<file path="src/rtl/seq_detect_scheduler.sv">
// seq_detect_scheduler
//   One shared "101" Moore detector serving N_CH serial channels. Each channel
//   keeps its own 2-bit detection context and a saturating match counter. A
//   round-robin arbiter grants at most one channel per cycle. The granted
//   channel's bit advances that channel's context.
//
// Ports
//   clk          rising-edge clock
//   rst          synchronous active-high reset
//   en           global enable; no grants while low
//   ch_valid     per-channel bit-available flags
//   ch_bit       per-channel serial data bits
//   ch_ready     one-hot (or zero) grant, combinational
//   ch_clr       per-channel context/counter clear requests
//   match_valid  registered pulse: a "101" completed on match_ch
//   match_ch     channel index of the reported match (holds otherwise)
//   cnt_sel      selects the counter shown on match_cnt
//   match_cnt    combinational readout of counter[cnt_sel]
module seq_detect_scheduler #(
  parameter  int unsigned N_CH  = 4,
  parameter  int unsigned CNT_W = 8,
  localparam int unsigned SEL_W = (N_CH > 1) ? $clog2(N_CH) : 1
) (
  input  logic             clk,
  input  logic             rst,
  input  logic             en,
  input  logic [N_CH-1:0]  ch_valid,
  input  logic [N_CH-1:0]  ch_bit,
  output logic [N_CH-1:0]  ch_ready,
  input  logic [N_CH-1:0]  ch_clr,
  output logic             match_valid,
  output logic [SEL_W-1:0] match_ch,
  input  logic [SEL_W-1:0] cnt_sel,
  output logic [CNT_W-1:0] match_cnt
);

  typedef enum logic [1:0] {
    IDLE  = 2'd0,
    GOT1  = 2'd1,
    GOT10 = 2'd2,
    MATCH = 2'd3
  } ctx_t;

  ctx_t             r_ctx [N_CH];
  logic [CNT_W-1:0] r_cnt [N_CH];
  logic [SEL_W-1:0] r_rr_ptr;
  logic             r_match_valid;
  logic [SEL_W-1:0] r_match_ch;

  logic [N_CH-1:0]  w_elig;
  logic [N_CH-1:0]  w_ready;
  logic             w_grant_vld;
  logic [SEL_W-1:0] w_grant_idx;
  ctx_t             w_next_ctx;

  // Overlapping detection: MATCH re-enters GOT1/GOT10 so the trailing '1'
  // of one match can start the next.
  function automatic ctx_t f_next_ctx(input ctx_t c, input logic b);
    ctx_t n;
    n = IDLE;
    case (c)
      IDLE:    n = b ? GOT1  : IDLE;
      GOT1:    n = b ? GOT1  : GOT10;
      GOT10:   n = b ? MATCH : IDLE;
      MATCH:   n = b ? GOT1  : GOT10;
      default: n = IDLE;
    endcase
    return n;
  endfunction

  // A channel being cleared is never eligible, so clear and consume cannot
  // both land on the same channel. Reset also blocks every grant.
  always_comb begin
    logic [SEL_W-1:0] v_idx;
    w_elig      = ch_valid & ~ch_clr & {N_CH{en & ~rst}};
    w_grant_vld = 1'b0;
    w_grant_idx = '0;
    v_idx       = '0;
    // Scan from rr_ptr upward; N_CH is a power of two so the index wraps.
    for (int unsigned k = 0; k < N_CH; k++) begin
      v_idx = r_rr_ptr + SEL_W'(k);
      if (!w_grant_vld && w_elig[v_idx]) begin
        w_grant_vld = 1'b1;
        w_grant_idx = v_idx;
      end
    end
  end

  always_comb begin
    w_ready = '0;
    if (w_grant_vld) w_ready[w_grant_idx] = 1'b1;
  end

  always_comb begin
    w_next_ctx = f_next_ctx(r_ctx[w_grant_idx], ch_bit[w_grant_idx]);
  end

  always_ff @(posedge clk) begin
    if (rst) begin
      for (int unsigned i = 0; i < N_CH; i++) begin
        r_ctx[i] <= IDLE;
        r_cnt[i] <= '0;
      end
      r_rr_ptr      <= '0;
      r_match_valid <= 1'b0;
      r_match_ch    <= '0;
    end else begin
      for (int unsigned i = 0; i < N_CH; i++) begin
        if (ch_clr[i]) begin
          r_ctx[i] <= IDLE;
          r_cnt[i] <= '0;
        end
      end
      r_match_valid <= 1'b0;
      if (w_grant_vld) begin
        r_ctx[w_grant_idx] <= w_next_ctx;
        r_rr_ptr           <= w_grant_idx + SEL_W'(1);
        if (w_next_ctx == MATCH) begin
          r_match_valid <= 1'b1;
          r_match_ch    <= w_grant_idx;
          if (r_cnt[w_grant_idx] != '1)
            r_cnt[w_grant_idx] <= r_cnt[w_grant_idx] + CNT_W'(1);
        end
      end
    end
  end

  assign ch_ready    = w_ready;
  assign match_valid = r_match_valid;
  assign match_ch    = r_match_ch;
  assign match_cnt   = r_cnt[cnt_sel];

endmodule

</file>
<file path="config.mk">
export PLATFORM = sky130hd
export DESIGN_NAME = seq_detect_scheduler
export DESIGN_NICKNAME = d
export VERILOG_FILES = /design/src/rtl/seq_detect_scheduler.sv
export SDC_FILE = /design/constraint.sdc
export NUM_CORES = 1
export LEC_CHECK = 0
export ABC_AREA = 1
export CAP_MARGIN = 15
export CORE_ASPECT_RATIO = 1.1
export CORE_MARGIN = 8
export CORE_UTILIZATION = 42
export CTS_BUF_LIST = sky130_fd_sc_hd__clkbuf_16
export CTS_CLUSTER_DIAMETER = 40
export CTS_CLUSTER_SIZE = 28
export DETAILED_ROUTE_END_ITERATION = 10
export SLEW_MARGIN = 30
export SYNTH_ARGS = -nofsm -noshare
export SYNTH_HDL_FRONTEND = slang
export SYNTH_SLANG_ARGS = --single-unit
</file>
<file path="constraint.sdc">
create_clock -name clk -period 7.6 [get_ports clk]
set_input_delay 1.14 -clock clk [delete_from_list [all_inputs] [get_ports clk]]
set_output_delay 1.14 -clock clk [all_outputs]
set_load 0.05 [all_outputs]
</file>
== Word-level counts from Yosys, hierarchy flattened ==
Memory sizes are Yosys's and may differ from the RTL's.
Index checks and enable logic that the tools add are counted.
Storage, ports and cells
  logic and storage cells: 102
  memories kept: 2
  input port bits: 17
  register bits after elaboration: 5
  memory bits (writable): 40
Cells by class
  bitwise gates (word level): 14
  magnitude comparators: 6
  reduce and logical (&&, ||, !) cells: 11
  multiplexer cells: 56
  $add $sub $neg: 5
  equality and inequality tests: 5
Memory list
  r_cnt: words 4, width 8, read ports 2, clocked after memory_dff 0, write ports 5, RTL line 45  | logic [CNT_W-1:0] r_cnt [N_CH];
  r_ctx: words 4, width 2, read ports 1, clocked after memory_dff 0, write ports 5, RTL line 44  | ctx_t r_ctx [N_CH];
Operators with widths (number)
  $mux 1: 34
  $mux 8: 4
  $mux 2: 10
  $lt 2x3->1 const B: 5
  $bmux 1 s2: 5
  $add 8x1->8 const B: 1
  $and 4x4->4: 2
  $ne 8x8->1 const B: 1
  $or 1x1->1: 8
  $eq 2x2->1 const B: 3
  $pmux 2 s3: 1
  $add 2x1->2 const B: 2
  $add 2x2->2 const B: 2
  $logic_and 1x1->1: 4
  $mux 4: 1
  $not 4->4: 1
  $reduce_or 2->1: 2
  $logic_not 1->1: 3
  $demux 1 s2: 1
  $eq 2x1->1 const B: 1
  $ge 2x1->1 const B: 1
  $logic_not 2->1: 1
  $not 1->1: 2
  $reduce_and 2->1: 1
  $and 1x1->1: 1

== Longest topological paths before layout ==
Gate-level depths: netlist of run 1.
  word-level depth: 24
  gate-level depth with buffers: 22

== Worst setup path after synthesis of run 1 ==
No wires, ideal clock.
  path type: input -> output
  from: input port rst
  to: output port ch_ready[3]
  path slack: 3.608 ns
  data arrival time: 2.852 ns
  cell stages on the path: 13
  required time: 6.460 ns
  path buffers: 1
  path through: buf_2 -> nor2_2 -> nand3_1 -> nand3_1 -> nand2_1 -> nand2_1 -> nand2_1 -> nand2_2 -> nand3_4 -> inv_2 -> ha_1 -> nand2_1 -> inv_1
On the way
  word-level cells in the longest chain between the ends: 20
  elaborated cells between the ends (all ways): 31
RTL lines
  start, declared: RTL line 25  | input logic rst,
  $not 1->1 (*): RTL line 75  | w_elig = ch_valid & ~ch_clr & {N_CH{en & ~rst}};
  $and 1x1->1 (*): RTL line 75
  $and 4x4->4 (*): RTL line 75
  $bmux 1 s2: RTL line 82  | if (!w_grant_vld && w_elig[v_idx]) begin
  $mux 1 (not written as such): RTL line 82
  $mux 1: RTL line 82
  $logic_not 1->1: RTL line 82
  $logic_and 1x1->1: RTL line 82
  [... 5 more ...]
  $logic_and 1x1->1: RTL line 82
  $mux 2 (*): RTL line 82
  net w_grant_idx[0]: RTL line 53  | logic [SEL_W-1:0] w_grant_idx;
  $lt 2x3->1 (not written as such) / $ge 2x1->1 (equally long branches): RTL line 91  | if (w_grant_vld) w_ready[w_grant_idx] = 1'b1;
  $logic_and 1x1->1 (not written as such): RTL line 91
  $mux 1 (not written as such): RTL line 91
  $demux 1 s2 (*): RTL line 91
  $mux 4 (*): RTL line 91
  end, declared: RTL line 29  | output logic [N_CH-1:0] ch_ready,
The timed path passes the listed nets; every way through them passes the cells marked *. The select of a mux whose other input is x is not followed.

== Worst setup path in the final report of run 1 ==
  from: input port rst
  to: output port ch_ready[1]
The elaborated chain is that of the path after synthesis.

==> metrics.txt, run 1 <==
# TYPE chip_impl_metric gauge
chip_impl_metric{name="synth-async-reset-ratio",unit="%"} 0
chip_impl_metric{name="power.clock.fraction",unit="%"} 17.2
chip_impl_metric{name="finalMaxSlewViolations",unit=""} 0
chip_impl_metric{name="layout-drive-gt1-share",unit="%"} 9.33
chip_impl_metric{name="clock_tree.buffer_depth",unit=""} 2
chip_impl_metric{name="vdd.ir_drop.worst",unit="V"} 0.000242
chip_impl_metric{name="placement.io_buffers",unit=""} 31
chip_impl_metric{name="timing.clock.skew",unit="ns"} 0.00497
chip_impl_metric{name="timing.max_cap.violations",unit=""} 0
chip_impl_metric{name="cts.sinks",unit=""} 45
chip_impl_metric{name="cellPowerDensity",unit="nW/um^2"} 359
chip_impl_info{name="outcome",value="finished clean"} 1
chip_impl_metric{name="p_int",unit="W"} 0.000613
chip_impl_metric{name="avgSynthCellArea",unit="um^2"} 8.06
chip_impl_metric{name="wirelength",unit="um"} 7620
chip_impl_metric{name="final-setup-viol-count",unit=""} 0
chip_impl_metric{name="post_drt_wl_per_cell",unit="um"} 16.3
chip_impl_metric{name="synthesis.nets",unit=""} 379
chip_impl_metric{name="path_max_fanout",unit=""} 27
chip_impl_metric{name="via_count_of_the_first_global_routing_pass",unit=""} 2524
chip_impl_metric{name="synth_top_area_share",unit="%"} 41.7
chip_impl_metric{name="cts.repair_timing.setup_buffer_count",unit=""} 0
chip_impl_metric{name="design.portCount",unit=""} 32
chip_impl_metric{name="synth_cell_types",unit=""} 27
chip_impl_metric{name="final.hold.worst_slack",unit="ns"} 0.475
chip_impl_metric{name="antenna_cells",unit=""} 0
chip_impl_metric{name="tns",unit="ns"} 0
chip_impl_metric{name="die_height",unit="um"} 103
chip_impl_metric{name="grt_start_max_net_pins",unit=""} 28
chip_impl_info{name="grt_setup_unrepaired",value="no"} 1
chip_impl_metric{name="timing.final.hold_violations",unit=""} 0
chip_impl_info{name="hold_path_class",value="register to register"} 1
chip_impl_metric{name="grt_first_pass_wirelength",unit="um"} 12300
chip_impl_metric{name="floorplan.initialDensity",unit="%"} 43.4
chip_impl_metric{name="worstMarginPinSlew",unit="ns"} 0.565
chip_impl_metric{name="relative_contribution_of_combinational_cells_to_total_power",unit="%"} 55.7
chip_impl_metric{name="power.share.sequential",unit="%"} 27.1
chip_impl_metric{name="switching_power",unit="W"} 0.000596
chip_impl_metric{name="total_track_usage",unit="%"} 16.4
chip_impl_info{name="tritoncts",value="built"} 1
chip_impl_metric{name="drt_drc_violations_left",unit=""} 0
chip_impl_metric{name="layout.nets",unit=""} 407
chip_impl_metric{name="worst-endpoint-arrival",unit="ns"} 4.60
chip_impl_info{name="synth_ff_type",value="sky130_fd_sc_hd__edfxtp_1"} 1
chip_impl_metric{name="fmax",unit="MHz"} 174
chip_impl_metric{name="placeableCoreArea",unit="um^2"} 6630
chip_impl_metric{name="num_vias",unit=""} 2474
chip_impl_metric{name="hpwl",unit="um"} 5280
chip_impl_metric{name="cts.reportedPaths.clkPinSlew",unit="ns"} 0.06
chip_impl_metric{name="netlist_area",unit="um^2"} 2880
chip_impl_metric{name="max-slew-margin-rel",unit="%"} 62.2
chip_impl_metric{name="insertion_delay",unit="ns"} 0.28
chip_impl_metric{name="cts_inserted_buffers",unit=""} 5
chip_impl_metric{name="std_cell_rows",unit=""} 31
chip_impl_metric{name="period_share",unit="%"} 75.5
chip_impl_metric{name="gp_congestion",unit=""} 0.897
chip_impl_info{name="critPathKind",value="input pin to output pin"} 1
chip_impl_metric{name="proportion_of_synthesized_chip_area_in_sequential_cells",unit="%"} 45.2
chip_impl_info{name="setup.worst_path.start_class",value="input pin"} 1
chip_impl_info{name="clk_root_buffer_cell",value="sky130_fd_sc_hd__clkbuf_16"} 1
chip_impl_metric{name="dr.first_iter.drc_count",unit=""} 150
chip_impl_metric{name="cp_data_required_time",unit="ns"} 6.46
chip_impl_metric{name="ctsHtreeMaxLevel",unit=""} 2
chip_impl_metric{name="vias_per_cell",unit=""} 5.29
chip_impl_metric{name="grt_remaining_overflow",unit=""} 0
chip_impl_metric{name="initial_antenna_violation_count",unit=""} 0
chip_impl_info{name="critical_path.endpoint_type",value="output pin"} 1
chip_impl_metric{name="first_pass_iters",unit=""} 5
chip_impl_info{name="synth.largest_area_cell",value="sky130_fd_sc_hd__edfxtp_1"} 1
chip_impl_info{name="dominant_cells_by_area_after_synthesis",value="sky130_fd_sc_hd__edfxtp_1, sky130_fd_sc_hd__nand2_1, sky130_fd_sc_hd__nor2_1, sky130_fd_sc_hd__nand3_1, sky130_fd_sc_hd__nand3_4"} 1
chip_impl_metric{name="synth_enable_flop_cells",unit=""} 40
chip_impl_metric{name="power.share.switching",unit="%"} 49.3
chip_impl_metric{name="layout-area-overhead-vs-synth",unit="%"} 16.9
chip_impl_metric{name="ctsHoldBuffers",unit=""} 0
chip_impl_metric{name="fp.dieW",unit="um"} 94.9
chip_impl_metric{name="post_cts_resized",unit=""} 0
chip_impl_metric{name="ys_seq_elements",unit=""} 45
chip_impl_metric{name="fin_crit",unit="ns"} 5.74
chip_impl_metric{name="ys_warn_count",unit=""} 0
chip_impl_metric{name="leakagePower",unit="nW"} 1.43
chip_impl_metric{name="die_area",unit="um^2"} 9760
chip_impl_metric{name="drt.antenna.violating_nets",unit=""} 0
chip_impl_metric{name="post_synth_inst_count",unit=""} 357
[cell usage in the layout (no fill, tap or decap), types with 2 or more instances in the layout]
cell type and instances:
sky130_fd_sc_hd__a21oi_1 8, sky130_fd_sc_hd__clkbuf_16 5, sky130_fd_sc_hd__clkdlybuf4s50_1 31, sky130_fd_sc_hd__dfxtp_1 5
sky130_fd_sc_hd__edfxtp_1 40, sky130_fd_sc_hd__ha_1 5, sky130_fd_sc_hd__inv_1 33, sky130_fd_sc_hd__inv_2 4
sky130_fd_sc_hd__nand2_1 87, sky130_fd_sc_hd__nand2_2 8, sky130_fd_sc_hd__nand3_1 36, sky130_fd_sc_hd__nand3_2 2
sky130_fd_sc_hd__nand3_4 7, sky130_fd_sc_hd__nand4_1 15, sky130_fd_sc_hd__nor2_1 61, sky130_fd_sc_hd__nor2_2 5
sky130_fd_sc_hd__o211ai_1 2, sky130_fd_sc_hd__o21ai_0 15, sky130_fd_sc_hd__o22ai_1 7, sky130_fd_sc_hd__xor2_1 3
[Yosys cell counts (2+ instances only)]
| cell type | instances |
|---|---|
| sky130_fd_sc_hd__dfxtp_1 | 5 |
| sky130_fd_sc_hd__inv_2 | 4 |
| sky130_fd_sc_hd__o21ai_0 | 15 |
| sky130_fd_sc_hd__o22ai_1 | 7 |
| sky130_fd_sc_hd__nand2_2 | 8 |
| sky130_fd_sc_hd__nor2_1 | 61 |
| sky130_fd_sc_hd__nand3_1 | 36 |
| sky130_fd_sc_hd__ha_1 | 5 |
| sky130_fd_sc_hd__nand3_4 | 7 |
| sky130_fd_sc_hd__buf_6 | 2 |
| sky130_fd_sc_hd__buf_2 | 4 |
| sky130_fd_sc_hd__nand2_1 | 87 |
| sky130_fd_sc_hd__nor2_2 | 5 |
| sky130_fd_sc_hd__buf_4 | 3 |
| sky130_fd_sc_hd__a21oi_1 | 8 |
| sky130_fd_sc_hd__nand4_1 | 15 |
| sky130_fd_sc_hd__clkbuf_1 | 2 |
| sky130_fd_sc_hd__xor2_1 | 3 |
| sky130_fd_sc_hd__nand3_2 | 2 |
| sky130_fd_sc_hd__inv_1 | 31 |
| sky130_fd_sc_hd__edfxtp_1 | 40 |
| sky130_fd_sc_hd__o211ai_1 | 2 |
[cell families after synthesis]
group	share of synthesized area (%)
and+or+nand+nor	38.0
buffers and inverters	7.26
DFF	45.2
AOI/OAI and AO/OA	6.48
adders and majority gates	2.17
xor gates and xnor gates	0.913
[flip-flops by register name, indices dropped and copies added, names as in the netlist]
| signal | count |
|---|---|
| match_ch | 2 |
| r_rr_ptr | 2 |
| r_cnt | 32 |
| r_ctx | 8 |
| match_valid | 1 |
[layer usage]
layer | wire [um] | track usage (%) | vias to the layer above
li1 | - | - | 1250
met1 | 3280 | 19.0 | 1170
met2 | 3860 | 28.9 | 50
met3 | 415 | 3.13 | 4
met4 | 56 | 6.61 | 0
met5 | 0 | 0 | -
[layout make-up]
class                      count  area [um^2]
fill                         623         3270
timing repair buffer          32          318
tap                           82          103
inverter                      36          136
clock inverter                 3         15.0
sequential                    45         1300
multi-input combinational    265         1370
clock buffer                   5          125
[power by group through the flow]
| stage | Clock (W) | Combinational (W) | Sequential, W |
|---|---|---|---|
| after floorplan | 0 | 0.000533 | 0.000336 |
| after global placement | 0 | 0.000665 | 0.000333 |
| after detailed placement | 0 | 0.000668 | 0.000333 |
| after CTS | 0.000210 | 0.000672 | 0.000328 |
| after global routing | 0.000220 | 0.000746 | 0.000331 |
| final | 0.000208 | 0.000673 | 0.000328 |
[worst max-delay path, stage by stage]
cell	delay, ns
sky130_fd_sc_hd__clkdlybuf4s50_1	0.59
sky130_fd_sc_hd__nor2_2	0.25
sky130_fd_sc_hd__nand3_1	0.13
sky130_fd_sc_hd__nand3_1	0.10
sky130_fd_sc_hd__nand2_1	0.08
sky130_fd_sc_hd__nand2_1	0.10
sky130_fd_sc_hd__nand2_1	0.07
sky130_fd_sc_hd__nand2_2	0.24
sky130_fd_sc_hd__nand3_4	0.33
sky130_fd_sc_hd__inv_2	0.29
sky130_fd_sc_hd__ha_1	0.27
sky130_fd_sc_hd__nand2_1	0.13
sky130_fd_sc_hd__inv_1	0.08
sky130_fd_sc_hd__clkdlybuf4s50_1	0.80
[metrics by stage]
stage | total power [W] | utilization [%] | setup WS [ns] | cells | cell area [um^2]
6_report | 0.00121 | 50.8 | 1.86 | 468 | 3370
5_1_grt | 0.00130 | 50.8 | 1.53 | 468 | 3370
4_1_cts | 0.00121 | 50.8 | 1.87 | 468 | 3370
3_5_place_dp | 0.00100 | 48.7 | 1.88 | 460 | 3230
3_3_place_gp | 0.000997 | 48.7 | 1.96 | 460 | 3230
2_1_floorplan | 0.000869 | - | 3.61 | 357 | 2880
[path summary, 6_finish.rpt]
check / to / cells past startpoint / from / slack, ns
min reg2reg: match_ch[0]$_SDFFE_PP0P_ / 2 / match_ch[0]$_SDFFE_PP0P_ / 0.47
min: match_ch[0]$_SDFFE_PP0P_ / 2 / match_ch[0]$_SDFFE_PP0P_ / 0.47
max reg2reg: r_cnt[1][1]$_SDFFCE_PN0P_ / 20 / r_rr_ptr[0]$_SDFFE_PP0P_ / 3.57
max: ch_ready[1] / 14 / rst / 1.86
Power figures use the tool's default switching activity.
==> inputs of run 2 (changes only) <==
clock period = 5.15 ns   (was 7.6 ns; I/O delays follow)
==> run 2 against run 1 <==
Effect of this change:
- critical path type unchanged
- cell area rose by 2.2%
- combinational power rose by 63%
- non-clock buffer count rose by 4
- global-route usage rose by 1.2 points
- sequential cell count did not move
- wire length rose by 8.6%
- clock power rose by 71%
==> metrics.txt, run 2 (synthesis gave the netlist of run 1 again) <==
# TYPE chip_impl_metric gauge
chip_impl_info{name="critical-path-top-delay-family",value="simple AND/OR/NAND/NOR gates"} 1
chip_impl_metric{name="tns",unit="ns"} 0
chip_impl_metric{name="placeableCoreArea",unit="um^2"} 6630
chip_impl_metric{name="floorplan.initialDensity",unit="%"} 43.4
chip_impl_metric{name="cts.reportedPaths.clkPinSlew",unit="ns"} 0.07
chip_impl_metric{name="dp.cells",unit=""} 464
chip_impl_metric{name="worst_path_largest_cell_delay",unit="ns"} 0.58
chip_impl_metric{name="ctsHoldBuffers",unit=""} 0
chip_impl_metric{name="fp.dieW",unit="um"} 94.9
chip_impl_metric{name="initial_antenna_violation_count",unit=""} 0
chip_impl_metric{name="vdd.ir_drop.worst",unit="V"} 0.000457
chip_impl_metric{name="finalMaxSlewViolations",unit=""} 0
chip_impl_metric{name="die_height",unit="um"} 103
chip_impl_info{name="critical_path.endpoint_type",value="output pin"} 1
chip_impl_metric{name="final.hold.worst_slack",unit="ns"} 0.469
chip_impl_metric{name="final-setup-viol-count",unit=""} 0
chip_impl_metric{name="cts.sinks",unit=""} 45
chip_impl_metric{name="layout.filler_cells",unit=""} 645
chip_impl_metric{name="ctsHtreeMaxLevel",unit=""} 2
chip_impl_metric{name="gp_congestion",unit=""} 0.946
chip_impl_metric{name="layout.cells.non_filler",unit=""} 472
chip_impl_info{name="clk_root_buffer_cell",value="sky130_fd_sc_hd__clkbuf_16"} 1
chip_impl_metric{name="cellPowerDensity",unit="nW/um^2"} 567
chip_impl_metric{name="design.portCount",unit=""} 32
chip_impl_metric{name="timing.clock.skew",unit="ns"} 0.0101
chip_impl_metric{name="num_vias",unit=""} 2611
chip_impl_metric{name="std_cell_rows",unit=""} 31
chip_impl_metric{name="leakagePower",unit="nW"} 1.47
chip_impl_metric{name="placement.io_buffers",unit=""} 31
chip_impl_info{name="critPathKind",value="input pin to output pin"} 1
chip_impl_metric{name="period_share",unit="%"} 86.5
chip_impl_metric{name="cts_inserted_buffers",unit=""} 5
chip_impl_metric{name="fin_crit",unit="ns"} 4.46
chip_impl_metric{name="vias_per_cell",unit=""} 5.53
chip_impl_info{name="r2r_start",value="r_rr_ptr[0]$_SDFFE_PP0P_"} 1
chip_impl_metric{name="die_area",unit="um^2"} 9760
chip_impl_metric{name="first_pass_iters",unit=""} 5
chip_impl_metric{name="grt_remaining_overflow",unit=""} 0
chip_impl_info{name="setup.worst_path.start_class",value="input pin"} 1
chip_impl_metric{name="timing.max_cap.violations",unit=""} 0
chip_impl_metric{name="cp_data_required_time",unit="ns"} 4.38
chip_impl_metric{name="layout-drive-gt1-share",unit="%"} 11.8
chip_impl_info{name="hold_path_class",value="register to register"} 1
chip_impl_metric{name="placement.cell_area",unit="um^2"} 3270
chip_impl_metric{name="worst-endpoint-arrival",unit="ns"} 3.68
chip_impl_metric{name="post_cts_resized",unit=""} 0
chip_impl_info{name="cpMostUsedCell",value="sky130_fd_sc_hd__nand2_1"} 1
chip_impl_metric{name="drt.antenna.violating_nets",unit=""} 0
chip_impl_metric{name="post_drt_wl_per_cell",unit="um"} 17.5
chip_impl_info{name="startpoint_of_the_most_critical_setup_path",value="rst"} 1
chip_impl_metric{name="dr.first_iter.drc_count",unit=""} 279
chip_impl_metric{name="clock_tree.buffer_depth",unit=""} 2
chip_impl_metric{name="total_track_usage",unit="%"} 17.6
chip_impl_metric{name="grt_start_max_net_pins",unit=""} 20
chip_impl_metric{name="timing.final.hold_violations",unit=""} 0
chip_impl_metric{name="insertion_delay",unit="ns"} 0.29
chip_impl_metric{name="largest_register_ffs",unit=""} 32
chip_impl_metric{name="final_cell_area",unit="um^2"} 3440
chip_impl_info{name="tritoncts",value="built"} 1
chip_impl_info{name="grt_setup_unrepaired",value="no"} 1
chip_impl_info{name="reg_with_most_ffs",value="r_cnt"} 1
chip_impl_info{name="layout.cells.most_common_list",value="sky130_fd_sc_hd__nand2_1, sky130_fd_sc_hd__nor2_1, sky130_fd_sc_hd__edfxtp_1, sky130_fd_sc_hd__nand3_1, sky130_fd_sc_hd__inv_1"} 1
chip_impl_metric{name="layout-area-overhead-vs-synth",unit="%"} 19.5
chip_impl_info{name="outcome",value="finished clean"} 1
chip_impl_info{name="startpoint_of_the_most_critical_hold_path",value="match_ch[1]$_SDFFE_PP0P_"} 1
chip_impl_metric{name="via_count_of_the_first_global_routing_pass",unit=""} 2479
chip_impl_metric{name="antenna_cells",unit=""} 0
chip_impl_metric{name="grt_first_pass_wirelength",unit="um"} 13000
chip_impl_metric{name="drt_drc_violations_left",unit=""} 0
chip_impl_metric{name="wirelength",unit="um"} 8270
chip_impl_metric{name="max-slew-margin-rel",unit="%"} 64.6
chip_impl_metric{name="fmax",unit="MHz"} 224
chip_impl_metric{name="hpwl",unit="um"} 6270
chip_impl_metric{name="path_buf_inv",unit=""} 4
chip_impl_info{name="most_common_cell_after_layout_fill_and_taps_aside",value="sky130_fd_sc_hd__nand2_1"} 1
chip_impl_info{name="series_of_cell_instances_along_the_critical_path",value="clkdlybuf4s50_1 -> nor2_2 -> nand3_1 -> nand3_1 -> nand2_2 -> nand2_1 -> nand2_1 -> nand2_1 -> nand3b_4 -> inv_1 -> ha_1 -> nand2_1 -> inv_1 -> buf_12"} 1
chip_impl_metric{name="layout.nets",unit=""} 411
chip_impl_info{name="critical-path-slowest-cell",value="sky130_fd_sc_hd__clkdlybuf4s50_1"} 1
chip_impl_metric{name="cts.repair_timing.setup_buffer_count",unit=""} 0
chip_impl_metric{name="worstMarginPinSlew",unit="ns"} 0.530
chip_impl_info{name="layout_top_registers",value="r_cnt: 32 flops, r_ctx: 8 flops"} 1
chip_impl_metric{name="path_max_fanout",unit=""} 15
## run 2: final cells by class
cell class	instances	area, um^2	share of cell area [%]
clock buffers	6	150	4.37
clock inverters	2	17.5	0.509
inverters	36	136	3.97
multi-input cells	265	1370	39.8
flip-flops and latches	45	1300	37.8
well taps	82	103	2.98
repair buffers	36	363	10.5
## run 2: worst register-to-register path, stage by stage (launching register included)
cell and delay (ns):
sky130_fd_sc_hd__dfxtp_1 0.50, sky130_fd_sc_hd__inv_2 0.13, sky130_fd_sc_hd__nand3_1 0.12, sky130_fd_sc_hd__nand2_1 0.08, sky130_fd_sc_hd__nor2_1 0.18, sky130_fd_sc_hd__nand2_2 0.10
sky130_fd_sc_hd__nor2_1 0.09, sky130_fd_sc_hd__nand3b_4 0.25, sky130_fd_sc_hd__inv_1 0.27, sky130_fd_sc_hd__nand3_1 0.17, sky130_fd_sc_hd__nand2_1 0.10, sky130_fd_sc_hd__inv_2 0.15
sky130_fd_sc_hd__ha_1 0.21, sky130_fd_sc_hd__nand3_1 0.10, sky130_fd_sc_hd__nor2_2 0.22, sky130_fd_sc_hd__nand3_4 0.19, sky130_fd_sc_hd__nand3_4 0.19, sky130_fd_sc_hd__nand2_1 0.26
## run 2: per-stage QoR
| stage | total power [W] | worst slack, ns | util [%] |
|---|---|---|---|
| 5_1_grt | 0.00206 | 0.468 | 51.9 |
| 2_1_floorplan | 0.00128 | 1.80 | - |
| 4_1_cts | 0.00194 | 0.730 | 51.9 |
| 6_report | 0.00195 | 0.693 | 51.9 |
| 3_5_place_dp | 0.00159 | 0.520 | 49.3 |
| 3_3_place_gp | 0.00160 | 0.607 | 49.3 |
## run 2: path summary, 6_finish.rpt
path / to / slack (ns) / cells after the start
min: match_ch[1]$_SDFFE_PP0P_ / 0.47 / 2
max: ch_ready[0] / 0.69 / 14
min reg2reg: match_ch[1]$_SDFFE_PP0P_ / 0.47 / 2
max reg2reg: r_cnt[0][7]$_SDFFCE_PN0P_ / 1.52 / 17
## run 2: routing by layer
metal	up-vias	global-route usage, %	part of all wire (%)
met5	-	0	0
met4	0	7.21	3.4
met3	22	4.81	7.9
met2	115	28.5	46
met1	1211	21.6	42
li1	1263	-	-
## run 2: power breakdown
| group | leakage [nW] | switching (W) | internal (W) |
|---|---|---|---|
| combinational | 0.899 | 0.000794 | 0.000309 |
| sequential | 0.487 | 0.0000355 | 0.000456 |
| clock | 0.0830 | 0.000143 | 0.000213 |
| total | 1.47 | 0.000973 | 0.000978 |
==> inputs of run 3 (changes only) <==
SETUP_SLACK_MARGIN = 0.05   (was unset)
==> results of run 3 <==
Final layout, timing and power as in run 2 (identical DEF).
